==> src/rtl/pipe_hazard_ctl.sv <==
// Pipeline hazard controller: load-use stalls, taken control-transfer flushes,
// and data-memory wait states with a timeout abort.
module pipe_hazard_ctl #(
  parameter int TIMEOUT = 255,
  parameter int CNTW    = 16
) (
  input  logic            clk,
  input  logic            reset,
  input  logic [4:0]      id_rs1,
  input  logic [4:0]      id_rs2,
  input  logic            id_use_rs1,
  input  logic            id_use_rs2,
  input  logic [4:0]      ex_destReg,
  input  logic            ex_MemToReg,
  input  logic            ex_RegWrite,
  input  logic            ex_leap,
  input  logic            mem_req,
  input  logic            mem_ready,
  output logic            pc_hold,
  output logic            if_id_hold,
  output logic            id_ex_hold,
  output logic            ex_mem_hold,
  output logic            if_id_flush,
  output logic            id_ex_flush,
  output logic            mem_wb_flush,
  output logic            mem_err,
  output logic [CNTW-1:0] stall_cnt
);

  typedef enum logic {RUN, MEMWAIT} state_t;

  localparam logic [7:0] TIMER_LAST = 8'(TIMEOUT - 1);

  state_t     state, nextState;
  logic [7:0] timer, nextTimer;
  logic       pendFlush, nextPendFlush;
  logic       memStall, loadUse;

  assign memStall = mem_req & ~mem_ready;
  assign loadUse  = ex_MemToReg & ex_RegWrite & (ex_destReg != 5'd0) &
                    ((id_use_rs1 & (id_rs1 == ex_destReg)) |
                     (id_use_rs2 & (id_rs2 == ex_destReg)));

  // Registered control state; reset abandons any outstanding access and pending flush.
  always_ff @(posedge clk or negedge reset) begin
    if (!reset) begin
      state     <= RUN;
      timer     <= 8'd0;
      pendFlush <= 1'b0;
    end else begin
      state     <= nextState;
      timer     <= nextTimer;
      pendFlush <= nextPendFlush;
    end
  end

  // Stage controls are combinational and forced low while reset is held.
  always_comb begin
    nextState     = state;
    nextTimer     = timer;
    nextPendFlush = pendFlush;
    pc_hold       = 1'b0;
    if_id_hold    = 1'b0;
    id_ex_hold    = 1'b0;
    ex_mem_hold   = 1'b0;
    if_id_flush   = 1'b0;
    id_ex_flush   = 1'b0;
    mem_wb_flush  = 1'b0;
    mem_err       = 1'b0;
    if (reset) begin
      case (state)
        RUN: begin
          if (memStall) begin
            pc_hold       = 1'b1;
            if_id_hold    = 1'b1;
            id_ex_hold    = 1'b1;
            ex_mem_hold   = 1'b1;
            mem_wb_flush  = 1'b1;
            nextState     = MEMWAIT;
            nextTimer     = 8'd0;
            nextPendFlush = ex_leap;
          end else if (ex_leap) begin
            if_id_flush = 1'b1;
            id_ex_flush = 1'b1;
          end else if (loadUse) begin
            pc_hold     = 1'b1;
            if_id_hold  = 1'b1;
            id_ex_flush = 1'b1;
          end
        end
        MEMWAIT: begin
          // A leap deferred behind the stall is applied on the release cycle.
          if (mem_ready || (timer == TIMER_LAST)) begin
            mem_err       = ~mem_ready;
            if_id_flush   = pendFlush;
            id_ex_flush   = pendFlush;
            nextPendFlush = 1'b0;
            nextState     = RUN;
            nextTimer     = 8'd0;
          end else begin
            pc_hold      = 1'b1;
            if_id_hold   = 1'b1;
            id_ex_hold   = 1'b1;
            ex_mem_hold  = 1'b1;
            mem_wb_flush = 1'b1;
            nextTimer    = timer + 8'd1;
          end
        end
        default: nextState = RUN;
      endcase
    end
  end

  always_ff @(posedge clk or negedge reset) begin
    if (!reset) begin
      stall_cnt <= '0;
    end else if (pc_hold && (stall_cnt != {CNTW{1'b1}})) begin
      stall_cnt <= stall_cnt + 1'b1;
    end
  end

endmodule
==> config.mk <==
export PLATFORM = sky130hd
export DESIGN_NAME = pipe_hazard_ctl
export DESIGN_NICKNAME = d
export VERILOG_FILES = /design/src/rtl/pipe_hazard_ctl.sv
export SDC_FILE = /design/constraint.sdc
export NUM_CORES = 1
export LEC_CHECK = 0
export BUFFER_PORTS_ARGS = -buffer_cell sky130_fd_sc_hd__clkbuf_2
export CAP_MARGIN = 10
export CORE_ASPECT_RATIO = 1.2
export CORE_UTILIZATION = 50
export DETAILED_ROUTE_END_ITERATION = 6
export GPL_TIMING_DRIVEN = 0
export PLACE_DENSITY = 0.78
export SKIP_CTS_REPAIR_TIMING = 1
export SLEW_MARGIN = 10
export SYNTH_ARGS = -nofsm -noshare
export SYNTH_HDL_FRONTEND = slang
export SYNTH_SLANG_ARGS = --single-unit
export TNS_END_PERCENT = 5
==> constraint.sdc <==
create_clock -name clk -period 10.3 [get_ports clk]
set_input_delay 3.09 -clock clk [delete_from_list [all_inputs] [get_ports clk]]
set_output_delay 3.09 -clock clk [all_outputs]
set_load 0.02 [all_outputs]
Yosys cells after proc, flatten, opt, wreduce, memory -nomap -nowiden:

Index checks and enable logic that the tools add are counted.

* add/sub/neg operators: 2
* equal/unequal tests: 6
* mux-type cells: 27
* bitwise gates (word level): 9
* reduce and logical (&&, ||, !) cells: 5

Operators with widths (number)
* $mux W1: 19
* $add A16 B1 Y16 const B: 1
* $mux W8: 2
* $ne A16 B16 Y1 const B: 1
* $pmux W8 S2: 1
* $eq A5 B5 Y1: 2
* $pmux W1 S2: 5
* $add A8 B1 Y8 const B: 1
* $eq A8 B8 Y1 const B: 1
* $and A1 B1 Y1: 6
* $reduce_bool A5 Y1: 1
* $reduce_and A3 Y1: 1
* $ne A2 B1 Y1 const B: 1
* $ne A2 B2 Y1 const B: 1
* $not A1 Y1: 2
* $reduce_and A2 Y1: 1
* $logic_and A1 B1 Y1: 1
* $logic_or A1 B1 Y1: 1
* $or A1 B1 Y1: 1

* flip-flop bits (word level): 26
* input bits: 24
* output and inout port bits: 24
* logic and storage cells: 53

Depth between registers and ports, before layout:

Gate-level depths: netlist (run 1).

* word-level depth: 10
* depth in mapped cells: 8
* mapped depth without buffers: 8

Least setup slack after synthesis (run 1):

OpenSTA, ideal clock, no wires.

* kind: input-to-output
* start: input port ex_destReg[3]
* end: output port pc_hold
* arrival time: 4.951 ns
* path slack: 2.259 ns
* stages on the path: 7
* path buffers: 2
* cell sequence: xor2_1 -> nor4_1 -> a32oi_1 -> o41ai_4 -> buf_6 -> nor2b_1 -> buf_4

* word-level cells in the longest chain between the ends: 9
* elaborated cells on any way between the ends: 13

RTL lines
* start, declared: line 13 `input logic [4:0] ex_destReg,`
* $eq A5 B5 Y1 (on tied branches): line 41, 42
* $and A1 B1 Y1 (on tied branches): line 41, 42
* $or A1 B1 Y1: line 41 `((id_use_rs1 & (id_rs1 == ex_destReg)) |`
* $and A1 B1 Y1 (*): line 40 `assign loadUse = ex_MemToReg & ex_RegWrite & (ex_destReg != 5'd0) &`
* $mux W1 (*) (3 in series)
* $pmux W1 S2 (*)
* $mux W1 (*)
* end, declared: line 19 `output logic pc_hold,`

Mark *: on every way between the ends. The rest lies on a longest branch, timed or not.

Final worst setup path (run 1):

* start: input port ex_destReg[3]
* end: output port pc_hold

* word-level cells in the longest chain between the ends: 9
* elaborated cells on any way between the ends: 13

RTL lines
* $eq A5 B5 Y1 (on tied branches): line 41, 42
* $and A1 B1 Y1 (on tied branches): line 41, 42
* $or A1 B1 Y1: line 41
* $and A1 B1 Y1 (*): line 40
* $mux W1 (*): line 85 `end else if (loadUse) begin`
* $mux W1 (*): line 82 `end else if (ex_leap) begin`
* $mux W1 (*): line 73 `if (memStall) begin`
* $pmux W1 S2 (*): line 71 `case (state)`
* $mux W1 (*): line 70 `if (reset) begin`

Marks and branches as above.

==> run_results.csv, run 1 <==
group,metric,value,unit
yosys,syn_inst,162,
yosys,synth_edf_count,0,
cts,cts.clk_slew.worst_paths,0.14,ns
global_routing,grt_pass1_wl,5960,µm
worst_setup_path,required,7.21,ns
global_routing,grt_antenna_before_repair,0,
yosys,ys_types,35,
yosys,yosysWarnings,0,
yosys,muxShareOfSynthArea,0.732,%
sta,period_share,80.2,%
yosys,syn_nets,189,
outcome,status,"finished clean",
sta,min_period,8.26,ns
layout,finalNonFillerCells,247,
routing,initialDrtViolationCount,33,
floorplanning,fp.dieArea,3300,µm²
layout,drive_above_1_share,27.7,%
floorplanning,rows,21,
place,place.detailed.hpwl,2660,µm
yosys,ys_seq_elements,26,
routing,met2_length,1870,µm
worst_setup_path,reg2reg_depth,7,
yosys,synth_simple_gate_area_share,24.9,%
sta,setup_viol,0,
worst_hold_path,min_from,"timer[7]",
sta,layout_setup_ws,2.04,ns
cts,tritoncts,"yes",
cts,cts_buffer_depth,2,
routing,vias,1404,
sta,rsz0062_at_grt,"false",
routing,avgRoutedWirePerCell,14.3,µm
place,portBuffers,47,
worst_setup_path,cp-start-kind,"input port",
routing,antenna_left,0,
sta,slew_headroom,51.6,%
floorplanning,core_area,2860,µm²
yosys,yosysSeqAreaShare,42.3,%
power,vdd_drop_max,0.101,mV
layout,synthToLayoutAreaGrowth,21.5,%
cts,cts-buffers-inserted,3,
cts,clock_sinks,26,
yosys,ys.flop_type,"dfrtp_1",
global_routing,grt_pass1_vias,1425,
routing,wirelength,3540,µm
yosys,synthAdderAreaFrac,2.44,%
power,cellPowerDensity,159,nW/µm²
power,leakagePower,0.897,nW
global_routing,track_usage,24.0,%
yosys,synth_compound_area_share,11.5,%
worst_hold_path,hold_path.class,"flop to flop",
floorplanning,die_h,62.8,µm
sta,hold_viol_final,0,
routing,drc_errors,0,
floorplanning,fp.dieW,52.6,µm
sta,skew,0.00205,ns
place,dp_cells,243,
worst_setup_path,ff2ff_setup_slack,8.08,ns
yosys,netlist_area,1540,µm²
layout,num_antenna_cells,0,
sta,clock.fmax,121,MHz
yosys,avgSynthCellArea,9.50,µm²
sta,slew_viol_final,0,
routing,met3WireLength,146,µm
sta,fin_tns_setup,0,ns
cts,htree_num_levels,1,
routing,wl_met1,1500,µm
global_routing,grt_overflow,0,
yosys,synth_xor_xnor_area_share,14.2,%
routing,dr.pass1.iters,4,
routing,highest_layer,"met4",
floorplanning,start_util,53.7,%
yosys,synth_top_family_by_area,"simple AND/OR/NAND/NOR gates",
cts,root_buffer,"clkbuf_4",
worst_setup_path,worstSetupEndpointType,"output port",
worst_setup_path,worstReg2RegStart,"timer[0]",
flow_run,drv_cap,0,
worst_setup_path,critPathLaunch,"ex_destReg[3]",
worst_setup_path,cp.arrival,5.17,ns
worst_setup_path,path_max_fanout,10,
layout,finalNetCount,241,
global_routing,grt_start_max_net_pins,28,
worst_setup_path,cp-endpoint,"pc_hold",
place,place_ws,2.03,ns
yosys,ys_async_sr_fraction,100,%
sta,tightest_slew,0.721,ns
worst_setup_path,r2r-end,"timer[6]",
floorplanning,pin_count,48,
place,gp_congestion,0.859,
worst_setup_path,crit_type,"input port to output port",
cts,clock_latency,0.32,ns
routing,viasPerCell,5.68,
## cell usage after synthesis, drive strengths merged, types with 2 or more instances
master	n	share of area, %
buf	5	2.5
nand3	12	3.9
a21oi	2	0.65
o31ai	4	2.0
xnor2	17	9.7
and4	2	1.1
ha	3	2.4
nor3	4	1.3
nor4	2	0.81
nor2	6	1.5
and2	5	2.0
dfrtp	26	42
nor2b	3	1.2
and3	9	3.7
inv	4	0.98
clkbuf	2	0.49
o21ai	13	4.2
nand4	10	4.1
nand2	15	3.8
xor2	8	4.6
## power by group
part / internal, W / total [W] / switching [W] / leakage [nW]
clock: 0.0000393 / 0.0000700 / 0.0000307 / 0.0279
combinational: 0.0000373 / 0.0000938 / 0.0000565 / 0.519
sequential: 0.000117 / 0.000134 / 0.0000175 / 0.350
## area by class of cell
| class | count | area [µm²] |
|---|---|---|
| Multi-Input combinational cell | 125 | 827 |
| Timing Repair Buffer | 47 | 235 |
| Fill cell | 255 | 995 |
| Sequential cell | 26 | 651 |
| Clock buffer | 3 | 22.5 |
| Buffer | 7 | 46.3 |
| Inverter | 4 | 15.0 |
| Clock inverter | 1 | 30.0 |
| Tap cell | 34 | 42.5 |
## layer usage
| metal | track usage [%] | up-vias |
|---|---|---|
| met1 | 28.5 | 672 |
| li1 | - | 685 |
| met5 | 0 | - |
| met3 | 1.95 | 2 |
| met2 | 42.4 | 45 |
| met4 | 10.5 | 0 |
## critical path: stages
cell and delay (ns):
clkbuf_2 0.11, xor2_1 0.16, nor4_1 0.31, a32oi_1 0.21
o41ai_4 0.61, buf_6 0.22, nor2b_1 0.18, buf_4 0.13
clkbuf_2 0.15
## stage by stage
stage	power (W)	instance area, µm²	utilization, %	hold slack (ns)
3_3_place_gp	0.000225	1820	63.4	0.477
4_1_cts	0.000301	1870	65.3	0.497
3_5_place_dp	0.000230	1820	63.4	0.478
5_1_grt	0.000319	1870	65.3	0.524
6_report	0.000298	1870	65.3	0.491
2_1_floorplan	0.000195	1540	-	0.452
## sequential cells by signal (all words and copies together) (netlist names)
name and flops:
state 1, timer 8, pendFlush 1, stall_cnt 16
## placed cells by master (no fill, tap or decap), types with 2 or more instances in the layout
| cell type | instances |
|---|---|
| a21oi_1 | 2 |
| and2_1 | 4 |
| and3_1 | 9 |
| and4_1 | 2 |
| buf_4 | 3 |
| clkbuf_1 | 2 |
| clkbuf_2 | 47 |
| clkbuf_4 | 3 |
| dfrtp_1 | 26 |
| ha_1 | 3 |
| inv_1 | 4 |
| nand2_1 | 14 |
| nand3_1 | 12 |
| nand4_1 | 10 |
| nor2_1 | 6 |
| nor2b_1 | 3 |
| nor3_1 | 4 |
| nor4_1 | 2 |
| o21ai_0 | 3 |
| o21ai_1 | 10 |
| o31ai_1 | 4 |
| xnor2_1 | 17 |
| xor2_1 | 8 |
## kinds of logic after synthesis
kind of cell | count (synthesis)
AOI/OAI and AO/OA | 25
xor gates and xnor gates | 25
adders and majority gates | 3
buffers and inverters | 11
DFF | 26
muxes | 1
and+or+nand+nor | 71
## worst min-delay path by stage
stage,cells past startpoint,end,slack [ns]
final,1,timer[7],0.49
after global routing,1,timer[7],0.52
after CTS,1,timer[7],0.50
after detailed placement,1,timer[7],0.48
after global placement,1,stall_cnt[4],0.48
after floorplan,1,timer[7],0.45
(Power assumes the default switching activity.)
==> run 2, diff against run 1 <==
- ABC_AREA: not set -> 1
- CORE_UTILIZATION: 50 -> 48
- PLACE_DENSITY: 0.78 -> 0.76
- clock period: 10.3 -> 7.6 ns (I/O delays scaled with it)
==> run_results.csv, run 2 <==
group,metric,value,unit
worst_setup_path,cp-start-kind,"input port",
yosys,synth_area_leader_cell,"dfrtp_1",
routing,initialDrtViolationCount,84,
floorplanning,start_util,50.3,%
power,cellPowerDensity,185,nW/µm²
global_routing,grt_start_max_net_pins,31,
sta,slew_viol_final,0,
layout,largest-register,"stall_cnt",
layout,final_cell_mix,"nand2_1, clkbuf_2, inv_1",
power,p_switching,0.000140,W
routing,drc_errors,0,
floorplanning,pin_count,48,
cts,cts_buffer_depth,2,
power,swShare,34.2,%
yosys,syn_inst,269,
yosys,ys.flop_type,"dfrtp_1",
layout,drive_above_1_share,21.9,%
global_routing,grt_overflow,0,
yosys,yosysWarnings,0,
cts,clock_sinks,26,
sta,skew,0.00738,ns
yosys,ys_async_sr_fraction,100,%
yosys,ys_types,27,
sta,fin_tns_setup,0,ns
sta,hold_viol_final,0,
global_routing,grt_antenna_before_repair,0,
cts,clock_latency,0.28,ns
yosys,yosysSeqAreaShare,35.3,%
floorplanning,fp.dieW,58.6,µm
outcome,status,"finished clean",
worst_setup_path,crit_buf_inv,5,
worst_setup_path,cp_cell_sequence,"clkbuf_2 -> inv_1 -> a21oi_2 -> nand2_1 -> nand2_2 -> buf_4 -> buf_4 -> clkbuf_2",
power,vdd_drop_max,0.116,mV
routing,avgRoutedWirePerCell,10.9,µm
global_routing,grt_pass1_wl,7080,µm
worst_hold_path,min_to,"stall_cnt[1]",
yosys,synth_commonest_cells,"nand2_1, inv_1, nand3_1, dfrtp_1, nor2_1",
worst_setup_path,path_max_fanout,30,
global_routing,grt_pass1_vias,1701,
layout,largest_reg_flops,16,
sta,period_share,85.4,%
sta,tightest_slew,0.723,ns
power,p_clk_share,28.4,%
cts,cts-buffers-inserted,3,
layout,final_area,2220,µm²
layout,synthToLayoutAreaGrowth,20.1,%
yosys,netlist_area,1840,µm²
routing,dr.pass1.iters,4,
worst_setup_path,worstSetupEndpointType,"output port",
yosys,yosysMostFrequentCell,"nand2_1",
worst_setup_path,r2r-end,"stall_cnt[5]",
floorplanning,fp.dieArea,4100,µm²
power,combPwrFrac,28.6,%
routing,viasPerCell,4.81,
yosys,syn_nets,296,
sta,rsz0062_at_grt,"false",
layout,finalNonFillerCells,372,
yosys,synth_area_leaders,"dfrtp_1, nand2_1, nand3_1, inv_1, xor2_1",
power,seqPwrFrac,43.0,%
yosys,synth_edf_count,0,
worst_setup_path,reg2reg_depth,13,
floorplanning,rows,24,
cts,tritoncts,"yes",
floorplanning,die_h,69.9,µm
yosys,ys_seq_elements,26,
worst_setup_path,cp.arrival,4.21,ns
place,place_area,2140,µm²
power,total_power,0.000411,W
cts,cts.clk_slew.worst_paths,0.09,ns
worst_setup_path,cp_slowest_stage_delay,0.55,ns
worst_hold_path,min_delay_path_depth,2,
worst_setup_path,ff2ff_setup_slack,5.76,ns
flow_run,drv_cap,0,
layout,num_antenna_cells,0,
sta,hold_slack,0.541,ns
layout,final_common_cell,"nand2_1",
yosys,avgSynthCellArea,6.86,µm²
worst_setup_path,crit_type,"input port to output port",
layout,top_regs,"stall_cnt: 16 flops, timer: 8 flops",
cts,root_buffer,"clkbuf_8",
sta,setup_viol,0,
power,leakagePower,1.25,nW
sta,clock.fmax,154,MHz
layout,finalNetCount,348,
cts,htree_num_levels,1,
place,portBuffers,47,
floorplanning,core_area,3660,µm²
worst_hold_path,hold_path.class,"flop to flop",
worst_setup_path,worstReg2RegStart,"timer[0]",
yosys,synth_top_area_share,35.3,%
routing,vias,1791,
place,gp_congestion,0.837,
sta,slew_headroom,51.8,%
worst_setup_path,required,5.32,ns
place,dp_cells,368,
global_routing,track_usage,22.4,%
routing,wirelength,4060,µm
worst_setup_path,cp_top_family,"buffers and inverters",
sta,min_period,6.49,ns
place,place.detailed.hpwl,3130,µm
power,internal-power,0.000270,W
worst_hold_path,min_from,"stall_cnt[1]",
worst_setup_path,crit_slowest_cell,"clkbuf_2",
routing,antenna_left,0,
==> run 2: cell count changes after synthesis, sizes merged, moves of 7 or more <==
cell and change:
nand2 +77, inv +36, nand3 +19, nor2 +19, xnor2 -13, and3 -9, nand4 -7, o21ai -7
==> run 2: per-layer routing <==
layer	vias up	track usage [%]	part of all wire, %
met5	-	0	0
met4	0	7.94	1.5
met3	5	2.96	3.0
met2	31	41.3	50
met1	818	25.7	45
li1	937	-	-
==> run 2: worst max path at each step <==
stage	start	end	cells past startpoint
2_1_floorplan	mem_ready	pc_hold	7
3_3_place_gp	reset	pc_hold	8
3_5_place_dp	reset	pc_hold	8
4_1_cts	reset	pc_hold	8
5_1_grt	reset	pc_hold	9
6_report	reset	pc_hold	8
==> run 2: cell families after synthesis <==
| family | Yosys count | share of synthesized area [%] |
|---|---|---|
| simple gates | 164 | 40.5 |
| xor+xnor | 15 | 7.12 |
| flops | 26 | 35.3 |
| compound gates | 15 | 4.41 |
| buf+inv | 46 | 10.7 |
| fa+ha+maj | 3 | 2.04 |
==> run 2: tightest hold or removal path, stage by stage, from the launching register on <==
cell and delay, ns:
dfrtp_1 0.40, nand2_1 0.07, nand2_1 0.05
==> run 2: per-stage QoR <==
step | worst slack (ns) | util, %
4_1_cts | 1.04 | 60.5
6_report | 1.11 | 60.5
3_3_place_gp | 1.07 | 58.5
5_1_grt | 0.829 | 60.5
3_5_place_dp | 1.05 | 58.5
2_1_floorplan | 2.04 | -
==> run 2: power groups by stage <==
stage | clock [W] | sequential [W] | combinational (W)
after floorplan | 0 | 0.000189 | 0.0000689
after global placement | 0 | 0.000179 | 0.000116
after detailed placement | 0 | 0.000179 | 0.000119
after CTS | 0.000118 | 0.000177 | 0.000120
after global routing | 0.000123 | 0.000180 | 0.000134
final | 0.000117 | 0.000176 | 0.000118
==> run 2: cell type report <==
class	count	area (µm²)
inverter	40	150
fill	373	1450
tap	52	65.1
clock inverter	1	30.0
sequential	26	651
timing repair buffer	47	235
buffer	6	46.3
multi-input combinational	197	997
clock buffer	3	41.3
